`src/rtl/id_ex_stage_if.sv`:
```
// Purpose : bundle of the ID/EX stage signals: ID fields, forwarding taps, EX outputs.
// Latency : n/a (wiring only).
// Backpressure: ex_hold freezes the stage; stall_id holds IF/ID on a load-use hazard.
// Ports   : master = upstream/test side (drives ID, EX/MEM, MEM/WB, flush, ex_hold);
//           slave  = the stage itself (drives stall_id, ex_*, stall_cnt).
interface id_ex_stage_if #(
  parameter int XLEN = 32,
  parameter int RW   = 5,
  parameter int CW   = 16
);
  // ID side
  logic            id_valid;
  logic [4:0]      id_alu_op;
  logic [RW-1:0]   id_rs1;
  logic [RW-1:0]   id_rs2;
  logic [RW-1:0]   id_rd;
  logic [XLEN-1:0] id_rs1_val;
  logic [XLEN-1:0] id_rs2_val;
  logic [XLEN-1:0] id_imm;
  logic            id_use_imm;
  logic            id_is_load;
  logic            id_is_store;
  logic            id_wb_en;
  // pipeline control
  logic            flush;
  logic            ex_hold;
  // EX/MEM forwarding tap
  logic            exm_valid;
  logic            exm_wb_en;
  logic            exm_is_load;
  logic [RW-1:0]   exm_rd;
  logic [XLEN-1:0] exm_res;
  // MEM/WB forwarding tap
  logic            mwb_valid;
  logic            mwb_wb_en;
  logic [RW-1:0]   mwb_rd;
  logic [XLEN-1:0] mwb_data;
  // stage outputs
  logic            stall_id;
  logic            ex_valid;
  logic            ex_wb_en;
  logic            ex_is_load;
  logic            ex_is_store;
  logic [RW-1:0]   ex_rd;
  logic [4:0]      ex_alu_op;
  logic [XLEN-1:0] ex_op1;
  logic [XLEN-1:0] ex_op2;
  logic [XLEN-1:0] ex_store_data;
  logic [CW-1:0]   stall_cnt;

  modport master (
    output id_valid, id_alu_op, id_rs1, id_rs2, id_rd, id_rs1_val, id_rs2_val,
           id_imm, id_use_imm, id_is_load, id_is_store, id_wb_en,
           flush, ex_hold,
           exm_valid, exm_wb_en, exm_is_load, exm_rd, exm_res,
           mwb_valid, mwb_wb_en, mwb_rd, mwb_data,
    input  stall_id, ex_valid, ex_wb_en, ex_is_load, ex_is_store, ex_rd,
           ex_alu_op, ex_op1, ex_op2, ex_store_data, stall_cnt
  );

  modport slave (
    input  id_valid, id_alu_op, id_rs1, id_rs2, id_rd, id_rs1_val, id_rs2_val,
           id_imm, id_use_imm, id_is_load, id_is_store, id_wb_en,
           flush, ex_hold,
           exm_valid, exm_wb_en, exm_is_load, exm_rd, exm_res,
           mwb_valid, mwb_wb_en, mwb_rd, mwb_data,
    output stall_id, ex_valid, ex_wb_en, ex_is_load, ex_is_store, ex_rd,
           ex_alu_op, ex_op1, ex_op2, ex_store_data, stall_cnt
  );
endinterface

```
`src/rtl/id_ex_stage.sv`:
```
// Purpose : DLX ID/EX pipeline register with operand forwarding and load-use stall detection.
// Latency : one cycle ID -> ex_*; forwarding onto ex_op1/ex_op2/ex_store_data is combinational.
// Backpressure: ex_hold freezes all state; stall_id holds IF/ID and inserts one bubble per load-use.
// Ports   : clk, rst_n (async, active-low); bus (id_ex_stage_if.slave) carries ID fields,
//           flush/ex_hold, EX/MEM and MEM/WB forwarding taps, and all ex_* / stall outputs.
module id_ex_stage #(
  parameter int XLEN = 32,
  parameter int RW   = 5,
  parameter int CW   = 16
) (
  input logic         clk,
  input logic         rst_n,
  id_ex_stage_if.slave bus
);

  logic            r_valid, r_use_imm, r_is_load, r_is_store, r_wb_en;
  logic [4:0]      r_alu_op;
  logic [RW-1:0]   r_rs1, r_rs2, r_rd;
  logic [XLEN-1:0] r_rs1_val, r_rs2_val, r_imm;
  logic [CW-1:0]   r_stall_cnt;

  logic            rs2_used;
  logic            hazard;
  logic            stall;
  logic            exm_fwd_en, mwb_fwd_en;
  logic [XLEN-1:0] fwd_rs1, fwd_rs2;

  // First match wins: the younger EX/MEM result shadows MEM/WB; r0 is hard zero.
  function automatic logic [XLEN-1:0] fwd_sel(
    input logic [RW-1:0]   src,
    input logic [XLEN-1:0] regval,
    input logic            e_en,
    input logic [RW-1:0]   e_rd,
    input logic [XLEN-1:0] e_res,
    input logic            m_en,
    input logic [RW-1:0]   m_rd,
    input logic [XLEN-1:0] m_data
  );
    logic [XLEN-1:0] v;
    if (src == '0)                 v = '0;
    else if (e_en && e_rd == src)  v = e_res;
    else if (m_en && m_rd == src)  v = m_data;
    else                           v = regval;
    return v;
  endfunction

  assign rs2_used = !bus.id_use_imm || bus.id_is_store;

  always_comb begin
    hazard = 1'b0;
    if (bus.id_valid && r_valid && r_is_load && r_rd != '0) begin
      if (r_rd == bus.id_rs1)              hazard = 1'b1;
      if (rs2_used && r_rd == bus.id_rs2)  hazard = 1'b1;
    end
  end

  // A flushed or frozen stage never asks ID to stall.
  assign stall = hazard && !bus.flush && !bus.ex_hold;

  assign exm_fwd_en = bus.exm_valid && bus.exm_wb_en && bus.exm_rd != '0;
  assign mwb_fwd_en = bus.mwb_valid && bus.mwb_wb_en && bus.mwb_rd != '0;

  assign fwd_rs1 = fwd_sel(r_rs1, r_rs1_val, exm_fwd_en, bus.exm_rd, bus.exm_res,
                           mwb_fwd_en, bus.mwb_rd, bus.mwb_data);
  assign fwd_rs2 = fwd_sel(r_rs2, r_rs2_val, exm_fwd_en, bus.exm_rd, bus.exm_res,
                           mwb_fwd_en, bus.mwb_rd, bus.mwb_data);

  always_ff @(posedge clk or negedge rst_n) begin
    if (!rst_n) begin
      r_valid     <= 1'b0;
      r_alu_op    <= '0;
      r_rs1       <= '0;
      r_rs2       <= '0;
      r_rd        <= '0;
      r_rs1_val   <= '0;
      r_rs2_val   <= '0;
      r_imm       <= '0;
      r_use_imm   <= 1'b0;
      r_is_load   <= 1'b0;
      r_is_store  <= 1'b0;
      r_wb_en     <= 1'b0;
      r_stall_cnt <= '0;
    end else if (bus.flush) begin
      // Datapath fields are left as-is; only control bits matter for a killed slot.
      r_valid    <= 1'b0;
      r_wb_en    <= 1'b0;
      r_is_load  <= 1'b0;
      r_is_store <= 1'b0;
    end else if (bus.ex_hold) begin
      r_valid <= r_valid;
    end else if (stall) begin
      r_valid    <= 1'b0;
      r_wb_en    <= 1'b0;
      r_is_load  <= 1'b0;
      r_is_store <= 1'b0;
      if (r_stall_cnt != '1) r_stall_cnt <= r_stall_cnt + CW'(1);
    end else begin
      r_valid    <= bus.id_valid;
      r_alu_op   <= bus.id_alu_op;
      r_rs1      <= bus.id_rs1;
      r_rs2      <= bus.id_rs2;
      r_rd       <= bus.id_rd;
      r_rs1_val  <= bus.id_rs1_val;
      r_rs2_val  <= bus.id_rs2_val;
      r_imm      <= bus.id_imm;
      r_use_imm  <= bus.id_use_imm;
      r_is_load  <= bus.id_is_load;
      r_is_store <= bus.id_is_store;
      r_wb_en    <= bus.id_wb_en;
    end
  end

  assign bus.stall_id      = stall;
  assign bus.ex_valid      = r_valid;
  assign bus.ex_wb_en      = r_wb_en;
  assign bus.ex_is_load    = r_is_load;
  assign bus.ex_is_store   = r_is_store;
  assign bus.ex_rd         = r_rd;
  assign bus.ex_alu_op     = r_alu_op;
  assign bus.ex_op1        = fwd_rs1;
  assign bus.ex_op2        = r_use_imm ? r_imm : fwd_rs2;
  assign bus.ex_store_data = fwd_rs2;
  assign bus.stall_cnt     = r_stall_cnt;

endmodule

```
`src/flat_wrapper.sv`:
```
// flat-port wrapper written by rule: the top's interface ports become plain ports
module id_ex_stage_flat 
#(
  parameter int XLEN = 32,
  parameter int RW   = 5,
  parameter int CW   = 16
)
  (clk, rst_n, bus_id_valid, bus_id_alu_op, bus_id_rs1, bus_id_rs2, bus_id_rd, bus_id_rs1_val, bus_id_rs2_val, bus_id_imm, bus_id_use_imm, bus_id_is_load, bus_id_is_store, bus_id_wb_en, bus_flush, bus_ex_hold, bus_exm_valid, bus_exm_wb_en, bus_exm_is_load, bus_exm_rd, bus_exm_res, bus_mwb_valid, bus_mwb_wb_en, bus_mwb_rd, bus_mwb_data, bus_stall_id, bus_ex_valid, bus_ex_wb_en, bus_ex_is_load, bus_ex_is_store, bus_ex_rd, bus_ex_alu_op, bus_ex_op1, bus_ex_op2, bus_ex_store_data, bus_stall_cnt);
  id_ex_stage_if #(.XLEN(XLEN), .RW(RW), .CW(CW)) bus_i ();
  input logic clk;
  input logic rst_n;
  input wire logic [$bits(bus_i.id_valid)-1:0] bus_id_valid;
  input wire logic [$bits(bus_i.id_alu_op)-1:0] bus_id_alu_op;
  input wire logic [$bits(bus_i.id_rs1)-1:0] bus_id_rs1;
  input wire logic [$bits(bus_i.id_rs2)-1:0] bus_id_rs2;
  input wire logic [$bits(bus_i.id_rd)-1:0] bus_id_rd;
  input wire logic [$bits(bus_i.id_rs1_val)-1:0] bus_id_rs1_val;
  input wire logic [$bits(bus_i.id_rs2_val)-1:0] bus_id_rs2_val;
  input wire logic [$bits(bus_i.id_imm)-1:0] bus_id_imm;
  input wire logic [$bits(bus_i.id_use_imm)-1:0] bus_id_use_imm;
  input wire logic [$bits(bus_i.id_is_load)-1:0] bus_id_is_load;
  input wire logic [$bits(bus_i.id_is_store)-1:0] bus_id_is_store;
  input wire logic [$bits(bus_i.id_wb_en)-1:0] bus_id_wb_en;
  input wire logic [$bits(bus_i.flush)-1:0] bus_flush;
  input wire logic [$bits(bus_i.ex_hold)-1:0] bus_ex_hold;
  input wire logic [$bits(bus_i.exm_valid)-1:0] bus_exm_valid;
  input wire logic [$bits(bus_i.exm_wb_en)-1:0] bus_exm_wb_en;
  input wire logic [$bits(bus_i.exm_is_load)-1:0] bus_exm_is_load;
  input wire logic [$bits(bus_i.exm_rd)-1:0] bus_exm_rd;
  input wire logic [$bits(bus_i.exm_res)-1:0] bus_exm_res;
  input wire logic [$bits(bus_i.mwb_valid)-1:0] bus_mwb_valid;
  input wire logic [$bits(bus_i.mwb_wb_en)-1:0] bus_mwb_wb_en;
  input wire logic [$bits(bus_i.mwb_rd)-1:0] bus_mwb_rd;
  input wire logic [$bits(bus_i.mwb_data)-1:0] bus_mwb_data;
  output wire logic [$bits(bus_i.stall_id)-1:0] bus_stall_id;
  output wire logic [$bits(bus_i.ex_valid)-1:0] bus_ex_valid;
  output wire logic [$bits(bus_i.ex_wb_en)-1:0] bus_ex_wb_en;
  output wire logic [$bits(bus_i.ex_is_load)-1:0] bus_ex_is_load;
  output wire logic [$bits(bus_i.ex_is_store)-1:0] bus_ex_is_store;
  output wire logic [$bits(bus_i.ex_rd)-1:0] bus_ex_rd;
  output wire logic [$bits(bus_i.ex_alu_op)-1:0] bus_ex_alu_op;
  output wire logic [$bits(bus_i.ex_op1)-1:0] bus_ex_op1;
  output wire logic [$bits(bus_i.ex_op2)-1:0] bus_ex_op2;
  output wire logic [$bits(bus_i.ex_store_data)-1:0] bus_ex_store_data;
  output wire logic [$bits(bus_i.stall_cnt)-1:0] bus_stall_cnt;
  assign bus_i.id_valid = bus_id_valid;
  assign bus_i.id_alu_op = bus_id_alu_op;
  assign bus_i.id_rs1 = bus_id_rs1;
  assign bus_i.id_rs2 = bus_id_rs2;
  assign bus_i.id_rd = bus_id_rd;
  assign bus_i.id_rs1_val = bus_id_rs1_val;
  assign bus_i.id_rs2_val = bus_id_rs2_val;
  assign bus_i.id_imm = bus_id_imm;
  assign bus_i.id_use_imm = bus_id_use_imm;
  assign bus_i.id_is_load = bus_id_is_load;
  assign bus_i.id_is_store = bus_id_is_store;
  assign bus_i.id_wb_en = bus_id_wb_en;
  assign bus_i.flush = bus_flush;
  assign bus_i.ex_hold = bus_ex_hold;
  assign bus_i.exm_valid = bus_exm_valid;
  assign bus_i.exm_wb_en = bus_exm_wb_en;
  assign bus_i.exm_is_load = bus_exm_is_load;
  assign bus_i.exm_rd = bus_exm_rd;
  assign bus_i.exm_res = bus_exm_res;
  assign bus_i.mwb_valid = bus_mwb_valid;
  assign bus_i.mwb_wb_en = bus_mwb_wb_en;
  assign bus_i.mwb_rd = bus_mwb_rd;
  assign bus_i.mwb_data = bus_mwb_data;
  assign bus_stall_id = bus_i.stall_id;
  assign bus_ex_valid = bus_i.ex_valid;
  assign bus_ex_wb_en = bus_i.ex_wb_en;
  assign bus_ex_is_load = bus_i.ex_is_load;
  assign bus_ex_is_store = bus_i.ex_is_store;
  assign bus_ex_rd = bus_i.ex_rd;
  assign bus_ex_alu_op = bus_i.ex_alu_op;
  assign bus_ex_op1 = bus_i.ex_op1;
  assign bus_ex_op2 = bus_i.ex_op2;
  assign bus_ex_store_data = bus_i.ex_store_data;
  assign bus_stall_cnt = bus_i.stall_cnt;
  id_ex_stage #(.XLEN(XLEN), .RW(RW), .CW(CW)) u_core (.clk(clk), .rst_n(rst_n), .bus(bus_i));
endmodule
```
`config.mk`:
```
export PLATFORM = sky130hd
export DESIGN_NAME = id_ex_stage_flat
export DESIGN_NICKNAME = d
export VERILOG_FILES = /design/src/rtl/id_ex_stage_if.sv /design/src/rtl/id_ex_stage.sv /design/src/flat_wrapper.sv
export SDC_FILE = /design/constraint.sdc
export NUM_CORES = 1
export LEC_CHECK = 0
export ABC_AREA = 0
export CAP_MARGIN = 30
export CORE_AREA = 5 5 165 167
export CTS_CLUSTER_SIZE = 40
export DETAILED_ROUTE_END_ITERATION = 10
export DIE_AREA = 0 0 170 172
export MAX_ROUTING_LAYER = met4
export REMOVE_ABC_BUFFERS = 1
export SYNTH_ARGS = -nofsm -noshare
export SYNTH_HDL_FRONTEND = slang
export SYNTH_SLANG_ARGS = --single-unit
```
`constraint.sdc`:
```
create_clock -name clk -period 3.6 [get_ports clk]
set_input_delay 1.08 -clock clk [delete_from_list [all_inputs] [get_ports clk]]
set_output_delay 1.08 -clock clk [all_outputs]
set_load 0.01 [all_outputs]
```
# Word-level counts from Yosys, hierarchy flattened
# Cells that the tools add are included.
# W data, S select, Z words.
[classes]
eq_ne = 8
bitwise = 3
reduce_logical = 25
mux = 22
add_sub_neg = 1
[ops]
columns = ["operator", "n"]
rows = [
  ["$mux W32", 7],
  ["$eq A5 B5 Y1", 6],
  ["$add A16 B1 Y16 const B", 1],
  ["$ne A16 B16 Y1 const B", 1],
  ["$mux W1", 15],
  ["$reduce_bool A5 Y1", 3],
  ["$logic_and A1 B1 Y1", 14],
  ["$logic_not A5 Y1", 2],
  ["$reduce_and A4 Y1", 1],
  ["$logic_not A1 Y1", 3],
  ["$not A1 Y1", 3],
  ["$reduce_and A3 Y1", 1],
  ["$ne A2 B2 Y1 const B", 1],
  ["$logic_or A1 B1 Y1", 1],
]
[word_totals]
elab_cells = 72
input_bits = 204
out_inout_bits = 127
ff_bits = 137

# Longest topological paths before layout
[depth]
depth_word = 10
ltp_mapped = 7
mapped_depth_nobuf = 6

# Worst setup path after synthesis
# No wires, ideal clock.
[synth_path]
kind = "input port to output port"
start = "input port bus_mwb_rd[0]"
end = "output port bus_ex_store_data[12]"
required_time_ps = 2520
n_path_buf = 2
path_stages = 7
arrival_time_ps = 2552
slack_ps = -32
cell_sequence = "or4_4 nor2_4 or3_1 buf_4 buf_6 a211oi_2 nor3_1"
[synth_via]
elab_chain_len = 6
word_cells_on_any_way = 7
classes_between = "eq/ne: 1; mux: 3; reduce/logical: 3"
[synth_rtl]
columns = ["item", "line", "source"]
rows = [
  ["from (decl)", "flat_wrapper.sv:33", "input wire logic [$bits(bus_i.mwb_rd)-1:0] bus_mwb_rd;"],
  ["$reduce_bool A5 Y1", "id_ex_stage.sv:61", "assign mwb_fwd_en = bus.mwb_valid && bus.mwb_wb_en && bus.mwb_rd != '0;"],
  ["$logic_and A1 B1 Y1", "id_ex_stage.sv:61", ""],
  ["$logic_and A1 B1 Y1 (*)", "id_ex_stage.sv:42", "else if (m_en && m_rd == src) v = m_data;"],
  ["$mux W32 (*)", "id_ex_stage.sv:42", ""],
  ["$mux W32 (*)", "id_ex_stage.sv:41", "else if (e_en && e_rd == src) v = e_res;"],
  ["$mux W32 (*)", "id_ex_stage.sv:40", "if (src == '0) v = '0;"],
  ["to (decl)", "flat_wrapper.sv:44", "output wire logic [$bits(bus_i.ex_store_data)-1:0] bus_ex_store_data;"],
]
# Mark *: on every way between the ends. The rest lies on a longest branch, timed or not.

# Worst setup path after layout
[layout_path]
start = "input port bus_mwb_rd[1]"
end = "output port bus_ex_op2[26]"
[layout_via]
elab_chain_len = 7
word_cells_on_any_way = 8
classes_between = "eq/ne: 1; mux: 4; reduce/logical: 3"
[layout_rtl]
columns = ["item", "line", "source"]
rows = [
  ["$reduce_bool A5 Y1", "id_ex_stage.sv:61", ""],
  ["$logic_and A1 B1 Y1", "id_ex_stage.sv:61", ""],
  ["$logic_and A1 B1 Y1 (*)", "id_ex_stage.sv:42", ""],
  ["$mux W32 (*)", "id_ex_stage.sv:42", ""],
  ["$mux W32 (*)", "id_ex_stage.sv:41", ""],
  ["$mux W32 (*)", "id_ex_stage.sv:40", ""],
  ["$mux W32 (*)", "id_ex_stage.sv:121", "assign bus.ex_op2 = r_use_imm ? r_imm : fwd_rs2;"],
  ["to (decl)", "flat_wrapper.sv:43", "output wire logic [$bits(bus_i.ex_op2)-1:0] bus_ex_op2;"],
]
# Marks and branches as above.

==> run_results.csv <==
group,metric,value,unit
power_and_ir_drop,p_int,3.807,mW
yosys,synth_flop_cell,"dfrtp_1",
place,placed_area,12340,µm²
yosys,syn_avg_cell_area,10.47,µm²
worst_hold_path,hold_depth,1,
floorplanning,die_area,29240,µm²
setup_path,cp_slowest_stage_delay,0.59,ns
sta,setup_viol,96,
setup_path,crit_family,"buffers and inverters",
yosys,synth_top_cell_area_share,42.41,%
place,numPortBuffers,329,
sta,holdWs,0.4949,ns
power_and_ir_drop,p_sw,1.767,mW
yosys,ys_top_cells_by_area,"dfrtp_1, mux2_2, nand2_1",
floorplanning,rows,59,
setup_path,worstPathArrival,3.07,ns
setup_path,crit_buf_inv,3,
sta,max_freq,240.7,MHz
yosys,synth_compound_area_share,16.64,%
setup_path,crit_required,2.52,ns
global_routing,gr-total-overflow,0,
route,detail-route-antenna-nets,0,
yosys,muxShareOfSynthArea,16.70,%
global_routing,busiest_layer,"met2",
sta,fin_tns_setup,-41.41,ns
sta,finalHoldViolations,0,
yosys,yosys.area.top_type,"dfrtp_1",
yosys,synth_xor_area_share,4.767,%
sta,tightest_slew,0.7556,ns
route,first_iter_violations,439,
sta,period_share,115.4,%
yosys,synth-seq-cells,137,
setup_path,path_class,"input pin to output port",
finish,area_growth,81.61,%
sta,slew_violations,0,
clock_tree,cts.clk_slew.worst_paths,0.07,ns
sta,rsz0062_at_grt,"true",
global_routing,antenna_found_initial,4,
clock_tree,tritoncts,"built",
floorplanning,die_x,170,µm
clock_tree,clkSinkCount,137,
worst_hold_path,hold_class,"register to register",
clock_tree,cts_root_buf,"clkbuf_16",
yosys,synth-simple-area-share,15.45,%
yosys,synthAdderAreaFrac,0.1548,%
sta,fin_skew,0.01069,ns
place,dp_slack,-1.224,ns
sta,setup_ws,-0.5539,ns
outcome,status,"finished with violations",
yosys,yosysWarnings,0,
clock_tree,cts_buffers,17,
global_routing,grtUsageMet2,39.75,%
setup_path,crit_path_start_kind,"input pin",
power_and_ir_drop,swShare,31.70,%
setup_path,crit_path_top_delay_cell,"nor4b_1",
setup_path,cp_cell_sequence,"clkdlybuf4s15_2 > xnor2_1 > nand4_1 > buf_6 > nor4b_1 > a211oi_4 > o31ai_2 > dlygate4sd2_1",
global_routing,grt_pass1_wl,51320,µm
power_and_ir_drop,power_frac_comb,33.8,%
run,maxCapViolCount,0,
power_and_ir_drop,p_leak,6.140,nW
finish,drive_gt1_share,46.70,%
power_and_ir_drop,ir_drop,0.0002377,V
yosys,synth_seq_area_share,42.41,%
route,drc,0,
global_routing,globalRouteMet1Util,28.26,%
sta,relSlewSlack,49.29,%
global_routing,grt_use_met3,7.247,%
clock_tree,htree_num_levels,4,
floorplanning,coreArea,25620,µm²
route,via_count,8387,
yosys,synth_edf_count,0,
sta,finalCriticalPeriod,4.154,ns
yosys,synth_top_family_by_area,"multiplexers",
yosys,netlist_area,8084,µm²
clock_tree,clk-insertion-delay-late,0.41,ns
power_and_ir_drop,clkPwrFrac,31.9,%
setup_path,path_max_fanout,32,
place,place_inst,1462,
floorplanning,io_pins,331,
global_routing,grt_pass1_vias,8614,
route,totalWireLength,36670,µm
route,dr.pass1.iters,5,
route,wl_per_cell,22.98,µm
power_and_ir_drop,p_per_area,379.7,nW/µm²
clock_tree,clock_path_buffers,2,
yosys,synthArstFlopShare,100.0,%
finish,num-nets-final,1450,
setup_path,rr_worst_depth,14,
place,dpl.hpwl,23240,µm
route,viasPerCell,5.255,
power_and_ir_drop,pwr-share-seq,34.3,%
outcome,violations,"setup timing",
global_routing,grtUsageTotal,23.93,%
yosys,synthCells,772,
yosys,ys_types,51,
floorplanning,start_util,31.56,%
place,globalplace.congestion,0.8537,
finish,final_area,14680,µm²
finish,stdcell_count,1596,
global_routing,grt_max_degree,62,
setup_path,cp.depth,8,
setup_path,cp-end-kind,"output port",
floorplanning,die_y,172,µm
setup_path,r2r_slack,0.73,ns
## cell usage after synthesis (4+ instances only)
cell type / n
buf_6: 6
o21ai_0: 53
or3_1: 4
a211oi_2: 31
nand3_1: 12
nor3_1: 23
buf_2: 26
a31oi_1: 31
nand4_1: 6
mux2_1: 10
nand2_1: 109
clkbuf_1: 23
xor2_1: 14
mux2_2: 109
xnor2_1: 30
o31ai_2: 30
dfrtp_1: 137
nor4b_1: 33
nor2_1: 39
## area by class of cell
| type | instances | area, µm² |
|---|---|---|
| Multi-Input combinational cell | 574 | 5210 |
| Sequential cell | 137 | 3430 |
| Fill cell | 2256 | 10930 |
| Inverter | 1 | 3.754 |
| Clock buffer | 18 | 439.2 |
| Clock inverter | 13 | 146.4 |
| Tap cell | 335 | 419.2 |
| Antenna cell | 4 | 10.01 |
| Timing Repair Buffer | 514 | 5024 |
## layer usage
layer	share of wire (%)	wire, µm
met5	0	0
met4	2.1	774
met3	8.5	3100
met2	49	18150
met1	40	14650
## stage by stage
step                power, mW  utilization, %
floorplan               2.676               -
global placement        3.736           48.16
detailed placement      3.754           48.16
CTS                     5.519           53.47
global route            5.846           57.31
finish                  5.574           57.31
## logic make-up after synthesis
group / count (synthesis)
flops: 137
simple gates: 248
mux: 120
xor+xnor: 44
buf+inv: 61
fa+ha+maj: 1
compound gates: 161
## power groups by stage
stage	Sequential [mW]	Clock (mW)	Combinational [mW]
global placement	1.91	0	1.83
CTS	1.90	1.83	1.79
global route	1.94	1.90	2.01
finish	1.91	1.78	1.88
floorplan	1.90	0	0.780
detailed placement	1.91	0	1.84
## cells in the final DEF, fill, tap and decap left out, types with 28 or more instances in the layout
master | Yosys | routed
dfrtp_1 | 137 | 136
nor2_1 | 39 | 28
buf_6 | 6 | 50
buf_12 | 0 | 29
buf_2 | 26 | 73
a211oi_4 | 0 | 30
o31ai_2 | 30 | 29
buf_4 | 2 | 104
clkdlybuf4s50_1 | 0 | 217
nand2_1 | 109 | 99
mux2_2 | 109 | 109
## sequential cells by signal, indices dropped and copies added (netlist names)
| signal | count |
|---|---|
| u_core.r_imm | 32 |
| u_core.r_rs1_val | 32 |
| u_core.r_rs2_val | 32 |
| u_core.bus.stall_cnt | 16 |
| u_core.bus.ex_alu_op | 5 |
| u_core.bus.ex_rd | 5 |
| u_core.r_rs1 | 5 |
| u_core.r_rs2 | 5 |
| u_core.bus.ex_is_load | 1 |
| u_core.bus.ex_is_store | 1 |
| u_core.bus.ex_valid | 1 |
| u_core.bus.ex_wb_en | 1 |
| u_core.r_use_imm | 1 |
## final timing paths
check | end | from
max in group asynchronous | u_core.r_rs1_val[6] | rst_n
max | bus_ex_op2[26] | bus_mwb_rd[1]
min | u_core.r_rs1_val[25] | u_core.r_rs1_val[25]
max reg2reg | u_core.r_rs1_val[26] | u_core.bus.ex_rd[0]
min in group asynchronous | u_core.bus.ex_alu_op[0] | rst_n
min reg2reg | u_core.r_rs1_val[25] | u_core.r_rs1_val[25]
## repair_timing
action / CTS / global route
pin swaps: 46 / 68
buffers inserted: 51 / 52
cloned: 7 / 4
endpoints found under the setup margin: 97 / 198
hold buffers: 0 / 0
gates resized for setup: 440 / 264
(Power assumes the default switching activity.)
